`config.mk`:
```
export PLATFORM = sky130hd
export DESIGN_NAME = leakyrelu_stream_arbiter
export DESIGN_NICKNAME = d
export VERILOG_FILES = /design/src/rtl/yolo_stream_pkg.sv /design/src/rtl/stream_out_reg.sv /design/src/rtl/leakyrelu_stream_arbiter.sv
export SDC_FILE = /design/constraint.sdc
export NUM_CORES = 1
export LEC_CHECK = 0
export ABC_AREA = 1
export BUFFER_PORTS_ARGS = -buffer_cell sky130_fd_sc_hd__buf_2
export CORE_MARGIN = 10
export CORE_UTILIZATION = 47
export CTS_CLUSTER_SIZE = 40
export DETAILED_ROUTE_END_ITERATION = 12
export GPL_ROUTABILITY_DRIVEN = 0
export MAX_ROUTING_LAYER = met4
export PLACE_DENSITY = 0.81
export SLEW_MARGIN = 10
export SYNTH_ARGS = -nofsm -noshare
export SYNTH_HDL_FRONTEND = slang
export SYNTH_SLANG_ARGS = --single-unit
```
`constraint.sdc`:
```
create_clock -name sclk -period 1.9 [get_ports sclk]
set_input_delay 0.19 -clock sclk [delete_from_list [all_inputs] [get_ports sclk]]
set_output_delay 0.19 -clock sclk [all_outputs]
set_load 0.01 [all_outputs]
```
`src/rtl/yolo_stream_pkg.sv`:
```
// Shared definitions for the YOLO activation stream paths.
// Provides the default beat width, the layer13 packet length and the
// state type used by the stream arbiters.
package yolo_stream_pkg;

    // 8 x int8 activations per beat
    localparam int STREAM_DATA_W     = 64;

    // Beats per packet produced by the layer13 LeakyReLU stage
    localparam int LAYER13_PKT_BEATS = 32;

    typedef enum logic [1:0] {
        IDLE  = 2'd0,
        BUSY0 = 2'd1,
        BUSY1 = 2'd2
    } arb_state_t;

endpackage

```
`src/rtl/stream_out_reg.sv`:
```
// Registered output stage for a valid/ready write stream.
// Ports:
//   clk, rst_n                       - clock, asynchronous active-low reset
//   load                             - capture load_data/load_last/load_src this cycle
//   load_data, load_last, load_src   - beat to capture
//   m_ready                          - downstream accepts the held beat
//   out_free                         - register can take a new beat this cycle
//   m_data, m_valid, m_last, m_src   - registered beat presented downstream
module stream_out_reg
    import yolo_stream_pkg::*;
#(
    parameter int DATA_W = STREAM_DATA_W
) (
    input  logic              clk,
    input  logic              rst_n,
    input  logic              load,
    input  logic [DATA_W-1:0] load_data,
    input  logic              load_last,
    input  logic              load_src,
    input  logic              m_ready,
    output logic              out_free,
    output logic [DATA_W-1:0] m_data,
    output logic              m_valid,
    output logic              m_last,
    output logic              m_src
);

    // The register is free when empty or when its beat leaves this cycle,
    // which lets a full-rate stream pass with a single stage.
    assign out_free = !m_valid || m_ready;

    // A load wins over a drain so back-to-back beats keep m_valid high.
    always_ff @(posedge clk or negedge rst_n) begin
        if (!rst_n) begin
            m_data  <= '0;
            m_valid <= 1'b0;
            m_last  <= 1'b0;
            m_src   <= 1'b0;
        end else if (load) begin
            m_data  <= load_data;
            m_valid <= 1'b1;
            m_last  <= load_last;
            m_src   <= load_src;
        end else if (m_ready) begin
            m_valid <= 1'b0;
        end
    end

endmodule

```
`src/rtl/leakyrelu_stream_arbiter.sv`:
```
// Packet-granular round-robin merge of two LeakyReLU output streams onto
// the single write stream feeding the output DMA.
// Ports:
//   sclk, s_rst_n                         - clock, asynchronous active-low reset
//   s0_data/valid/last, s0_ready          - source 0 stream
//   s1_data/valid/last, s1_ready          - source 1 stream
//   m_data/valid/last/src, m_ready        - merged registered stream, tagged by source
//   err_len                               - one-cycle pulse on a packet length error
//   pkt_cnt                               - completed packet count (wraps)
module leakyrelu_stream_arbiter
    import yolo_stream_pkg::*;
#(
    parameter int DATA_W    = STREAM_DATA_W,
    parameter int PKT_BEATS = LAYER13_PKT_BEATS
) (
    input  logic              sclk,
    input  logic              s_rst_n,
    input  logic [DATA_W-1:0] s0_data,
    input  logic              s0_valid,
    input  logic              s0_last,
    output logic              s0_ready,
    input  logic [DATA_W-1:0] s1_data,
    input  logic              s1_valid,
    input  logic              s1_last,
    output logic              s1_ready,
    output logic [DATA_W-1:0] m_data,
    output logic              m_valid,
    output logic              m_last,
    output logic              m_src,
    input  logic              m_ready,
    output logic              err_len,
    output logic [15:0]       pkt_cnt
);

    localparam logic [8:0] PKT_LEN = 9'(PKT_BEATS);

    arb_state_t        state, state_next;
    logic              rr_ptr;
    logic [7:0]        beat_cnt;
    logic              long_flag;
    logic              out_free;
    logic              accept;
    logic              acc_src;
    logic              acc_last;
    logic [DATA_W-1:0] acc_data;
    logic [8:0]        cnt_inc;
    logic              len_err;

    // Grant selection and beat steering. Ready depends only on the state and
    // the output register, never on the sources' valid.
    always_comb begin
        state_next = state;
        s0_ready   = 1'b0;
        s1_ready   = 1'b0;
        accept     = 1'b0;
        acc_src    = 1'b0;
        acc_last   = 1'b0;
        acc_data   = s0_data;
        case (state)
            IDLE: begin
                if (s0_valid && s1_valid) begin
                    state_next = rr_ptr ? BUSY1 : BUSY0;
                end else if (s0_valid) begin
                    state_next = BUSY0;
                end else if (s1_valid) begin
                    state_next = BUSY1;
                end
            end
            BUSY0: begin
                s0_ready = out_free;
                accept   = s0_valid && out_free;
                acc_last = s0_last;
                if (accept && s0_last) begin
                    state_next = IDLE;
                end
            end
            BUSY1: begin
                s1_ready = out_free;
                accept   = s1_valid && out_free;
                acc_src  = 1'b1;
                acc_last = s1_last;
                acc_data = s1_data;
                if (accept && s1_last) begin
                    state_next = IDLE;
                end
            end
            default: state_next = IDLE;
        endcase
    end

    // Flag a beat beyond the expected length once, and a last beat that lands
    // on the wrong count, unless this packet has already been flagged as long.
    assign cnt_inc = {1'b0, beat_cnt} + 9'd1;
    assign len_err = accept && !long_flag &&
                     (({1'b0, beat_cnt} >= PKT_LEN) || (acc_last && (cnt_inc != PKT_LEN)));

    // State, round-robin pointer and packet bookkeeping. Every packet starts
    // from IDLE, so clearing the beat counter there covers entry to BUSYn.
    always_ff @(posedge sclk or negedge s_rst_n) begin
        if (!s_rst_n) begin
            state     <= IDLE;
            rr_ptr    <= 1'b0;
            beat_cnt  <= 8'd0;
            long_flag <= 1'b0;
            err_len   <= 1'b0;
            pkt_cnt   <= 16'd0;
        end else begin
            state   <= state_next;
            err_len <= len_err;
            if (state == IDLE) begin
                beat_cnt  <= 8'd0;
                long_flag <= 1'b0;
            end else if (accept) begin
                if (beat_cnt != 8'hFF) begin
                    beat_cnt <= beat_cnt + 8'd1;
                end
                if (len_err) begin
                    long_flag <= 1'b1;
                end
                if (acc_last) begin
                    rr_ptr  <= !acc_src;
                    pkt_cnt <= pkt_cnt + 16'd1;
                end
            end
        end
    end

    stream_out_reg #(
        .DATA_W (DATA_W)
    ) u_out_reg (
        .clk       (sclk),
        .rst_n     (s_rst_n),
        .load      (accept),
        .load_data (acc_data),
        .load_last (acc_last),
        .load_src  (acc_src),
        .m_ready   (m_ready),
        .out_free  (out_free),
        .m_data    (m_data),
        .m_valid   (m_valid),
        .m_last    (m_last),
        .m_src     (m_src)
    );

endmodule

```
* Word level (Yosys, flattened, before mapping)
Index checks and enable logic that the tools add are counted.
Storage, ports and cells: word-level logic and storage cells 65, flip-flop bits (word level) 96
Operators by class: bitwise operators 1, mux-type cells 21, equality and inequality tests 7, reductions and logical operators 22, order comparisons 1, $add $sub $neg 3
Operators by type and width (count):
- $mux 64 | 1
- $mux 8 | 3
- $add 16x1->16 const B | 1
- $mux 2 | 6
- $add 8x1->9 const B | 1
- $ne 9x6->1 const B | 1
- $add 8x1->8 const B | 1
- $ge 8x6->1 const B | 1
- $logic_and 1x1->1 | 8
- $mux 1 | 8
- $ne 8x8->1 const B | 1
- $reduce_bool 2->1 | 4
- $pmux 2 s3 | 1
- $reduce_and 3->1 | 2
- $ne 2x2->1 const B | 2
- $ne 4x4->1 const B | 1
- $pmux 1 s2 | 2
- $reduce_and 2->1 | 2
- $logic_not 1->1 | 3
- $eq 2x1->1 const B | 1
- $eq 2x2->1 const B | 1
- $logic_not 2->1 | 1
- $logic_or 1x1->1 | 2
- $not 1->1 | 1

* Longest topological paths before layout
depth after elaboration 9, mapped depth 12, depth with buffers taken out 12

* Modules after synthesis
From an unflattened synthesis, not the netlist that was laid out.
Second synthesis, totals: cells, all modules 715, area total of the unflattened synthesis 5056.1 um^2
By module, submodules not included:
- leakyrelu_stream_arbiter | times used 1, cells an instance 432, seq. area each 725.7 um^2, area an instance 2539.9 um^2
- stream_out_reg | times used 1, cells an instance 283, seq. area each 1676.6 um^2, area an instance 2516.2 um^2

* Worst setup path after synthesis
OpenSTA, ideal clock, no wires.
path type reg2reg, start point register state[0], end point register pkt_cnt[12], stages on the path, launching flop included 10, data required time 1.775 ns, path buffers 1, slack 0.271 ns, arrival time 1.504 ns, library setup time 0.125 ns, clock period less this slack 1.629 ns, cell sequence dfrtp_1 inv_1 ha_1 nand3_1 a21oi_2 nand2_2 nor2_4 buf_6 nand2_2 xnor2_1
On the way: word-level cells in the longest chain between the ends 3, elaborated cells between the ends (all ways) 7
RTL lines:
- start: declaration | line leakyrelu_stream_arbiter.sv:37 | arb_state_t state, state_next;
- start signal: assignment | line leakyrelu_stream_arbiter.sv:108 | state <= state_next;
- $eq 2x2->1 (tied with other cells) | line leakyrelu_stream_arbiter.sv:59 | case (state)
- $pmux 1 s2 / $not 1->1 (equally long branches)
- $reduce_and 3->1 (no line) (*)
- end signal: assignment | line leakyrelu_stream_arbiter.sv:122 | pkt_cnt <= pkt_cnt + 16'd1;
- end: declaration | line leakyrelu_stream_arbiter.sv:32 | output logic [15:0] pkt_cnt
Every way passes the cells marked *; elsewhere a longest branch is shown, timed or not. A chain may end at the register's enable or synchronous reset.

* Final worst setup path
start point register state[1], end point register pkt_cnt[5]
The elaborated chain is that of the path after synthesis.

==> results.sh <==
export IMPL_syn_cell_area_um2=4690
export IMPL_grt_pass1_vias=4819
export IMPL_via_per_inst=5.21
export IMPL_yosysMostFrequentCell="nand2_1"
export IMPL_path_clk_slew_ns=0.09
export IMPL_cp_end_kind="register"
export IMPL_fin_crit_sh_pct=94.5
export IMPL_finalNetCount=937
export IMPL_drt_iter0_drc=487
export IMPL_synth_ff_type="dfrtp_1"
export IMPL_cp_slowest_cell="dfrtp_1"
export IMPL_yosysUniqueCellTypes=32
export IMPL_finalSetupViolations=0
export IMPL_tightestPinTransition_ns=0.370
export IMPL_seqCellArea_um2=2400
export IMPL_drc=0
export IMPL_cts_max_level=3
export IMPL_n_antenna_cell=0
export IMPL_drt_pass1_iter_count=7
export IMPL_critPathBufInv=1
export IMPL_grt_max_degree=71
export IMPL_fmax_mhz=557
export IMPL_ys_seq_area_share_pct=51.3
export IMPL_ios=221
export IMPL_crit_required_ns=2.20
export IMPL_synth_top_cell_area_share_pct=51.3
export IMPL_cp_slowest_stage_delay_ns=0.41
export IMPL_worst_setup_path_start_kind="register"
export IMPL_synthesis_nets=716
export IMPL_grt_first_pass_wirelength_um=23500
export IMPL_dieArea_um2=14400
export IMPL_critPathMostFrequentCell="nand2_1"
export IMPL_cap_viol_max_count=0
export IMPL_routedWlPerCell_um=16.3
export IMPL_p_per_area_nw_per_um2=1360
export IMPL_syn_avg_cell_area_um2=8.17
export IMPL_die_h_um=120
export IMPL_fin_util_pct=64.5
export IMPL_slew_violations=0
export IMPL_synth_seq_cells=96
export IMPL_areaGrowthSynthToFinish_pct=34.0
export IMPL_via_count=4860
export IMPL_critical_path_class="register to register"
export IMPL_cts_root_buf="clkbuf_8"
export IMPL_grt_usage_pct=20.4
export IMPL_yosys_warnings=0
export IMPL_critical_path_peak_fanout=4
export IMPL_drive_above_1_share_pct=34.4
export IMPL_ys_async_sr_fraction_pct=100
export IMPL_hold_violations=0
export IMPL_path_cells="inv_1 > ha_4 > nand3_1 > a21oi_4 > nand2_2 > nor2_4 > nand2_1 > nor2_1 > nand2_1 > nand2_1"
export IMPL_synth_edff_count=0
export IMPL_ant_nets=0
export IMPL_cts_buffers=9
export IMPL_dpl_hpwl_um=11500
export IMPL_p_leak_nw=3.12
export IMPL_fillCellCount=817
export IMPL_arrival_ns=2.09
export IMPL_vdd_drop_max_uv=759
export IMPL_clock_sinks=96
export IMPL_cts_max_path_buffers=2
export IMPL_period_minus_slack_ns=1.80
export IMPL_setup_tns_final_ns=0
export IMPL_crit_family="simple AND/OR/NAND/NOR gates"
export IMPL_status="completed"
export IMPL_hp_class="input port to register"
export IMPL_wl_um=15200
export IMPL_die_w_um=120
export IMPL_multiInputGateArea_um2=2080
export IMPL_synth_top_area_cell="dfrtp_1"
export IMPL_synth_cells=574
export IMPL_fin_skew_ns=0.00689
export IMPL_initial_core_util_pct=48.2
export IMPL_overflow=0
export IMPL_synthTopCellsByCount="nand2_1, dfrtp_1, nor2_1, a31oi_1, inv_1"
export IMPL_io_buffers=220
export IMPL_tritoncts="built"
export IMPL_max_slew_margin_rel_pct=75.3
export IMPL_synth_area_top_cells="dfrtp_1, nand2_1, a31oi_1"
export IMPL_fin_ws_ns=0.105
export IMPL_core_area_um2=9730
export IMPL_p_total_mw=8.54
export IMPL_dpl_worst_slack_ns=-0.0534
export IMPL_num_rows=36
export IMPL_antenna_found_initial=0
export IMPL_clock_latency_ns=0.35
[metal layers]
layer	up-vias	wire (um)	global-route usage, %	part of all wire (%)
li1	2317	-	-	-
met1	2285	6250	25.1	41
met2	233	7510	32.0	50
met3	25	1170	5.53	7.7
met4	0	246	6.64	1.6
met5	-	0	-	0
[area by class of cell]
cell class                      count  area share, %
Clock buffer                       14           2.75
Clock inverter                      2          0.199
Inverter                           27           1.65
Multi-Input combinational cell    420           33.1
Sequential cell                    96           38.3
Tap cell                          133           2.65
Timing Repair Buffer              241           21.4
[registers in the layout, summed over array words and instances (netlist names)]
register,flops
state,2
err_len,1
u_out_reg.m_src,1
u_out_reg.m_data,64
u_out_reg.m_valid,1
pkt_cnt,16
u_out_reg.m_last,1
long_flag,1
beat_cnt,8
rr_ptr,1
[tightest hold or removal path: stages]
cell	delay, ns
buf_2	0.10
nand2_1	0.05
a31oi_1	0.07
[metrics by stage]
step	hold WS [ns]	instance area, um^2	instances
2_1_floorplan	-0.106	4690	574
3_3_place_gp	0.0322	5930	908
3_5_place_dp	0.0328	5930	908
4_1_cts	0.0695	6120	925
5_1_grt	0.0639	6280	933
6_report	0.0865	6280	933
[logic make-up (layout without fill, tap and decap cells)]
logic type               Yosys count  in the layout  synth area share (%)
flip-flops                        96             96                  51.3
XOR/XNOR                          15             15                  2.80
AO/OA/AOI/OAI                     91             91                  11.9
AND/OR/NAND/NOR                  307            307                  26.4
adder cells (fa/ha/maj)            7              7                  1.87
buffers and inverters             58            284                  5.77
[power by group]
group,internal (mW),leakage [nW],switching [mW]
Sequential,2.84,1.14,0.470
Clock,0.584,0.0927,0.678
Combinational,1.59,1.88,2.38
Total,5.01,3.12,3.53
[worst paths after layout]
kind / from / end / slack, ns / cells past startpoint
max: state[1] / pkt_cnt[5] / 0.10 / 10
min in group asynchronous: s_rst_n / long_flag / 0.20 / 2
max reg2reg: state[1] / pkt_cnt[5] / 0.10 / 10
min: s0_data[2] / u_out_reg.m_data[2] / 0.09 / 3
max in group asynchronous: s_rst_n / u_out_reg.m_data[3] / 1.12 / 3
min reg2reg: u_out_reg.m_src / u_out_reg.m_src / 0.49 / 2
[cells in the final DEF, fill, tap and decap left out, drive strengths merged]
cell type / count
ha: 7
clkinv: 1
clkinvlp: 1
nor2: 84
o21bai: 1
a21oi: 4
inv: 27
a21boi: 2
dlygate4sd3: 1
o311ai: 1
o22ai: 2
nor3b: 1
o21ai: 16
clkbuf: 15
xor2: 7
xnor2: 8
nor3: 7
nand3: 19
a31oi: 64
buf: 239
nand2: 190
dfrtp: 96
nand3b: 2
nand4: 4
o31ai: 1
[repair_timing]
| action | 4_1_cts | 5_1_grt |
|---|---|---|
| buffers inserted | 0 | 7 |
| setup endpoints to repair | 29 | 80 |
| hold buffers | 1 | 0 |
| gates cloned | 0 | 1 |
| hold endpoints to repair | 96 | 0 |
| gates resized for setup | 1 | 19 |
| pin swaps | 0 | 2 |
(Power assumes the default switching activity.)
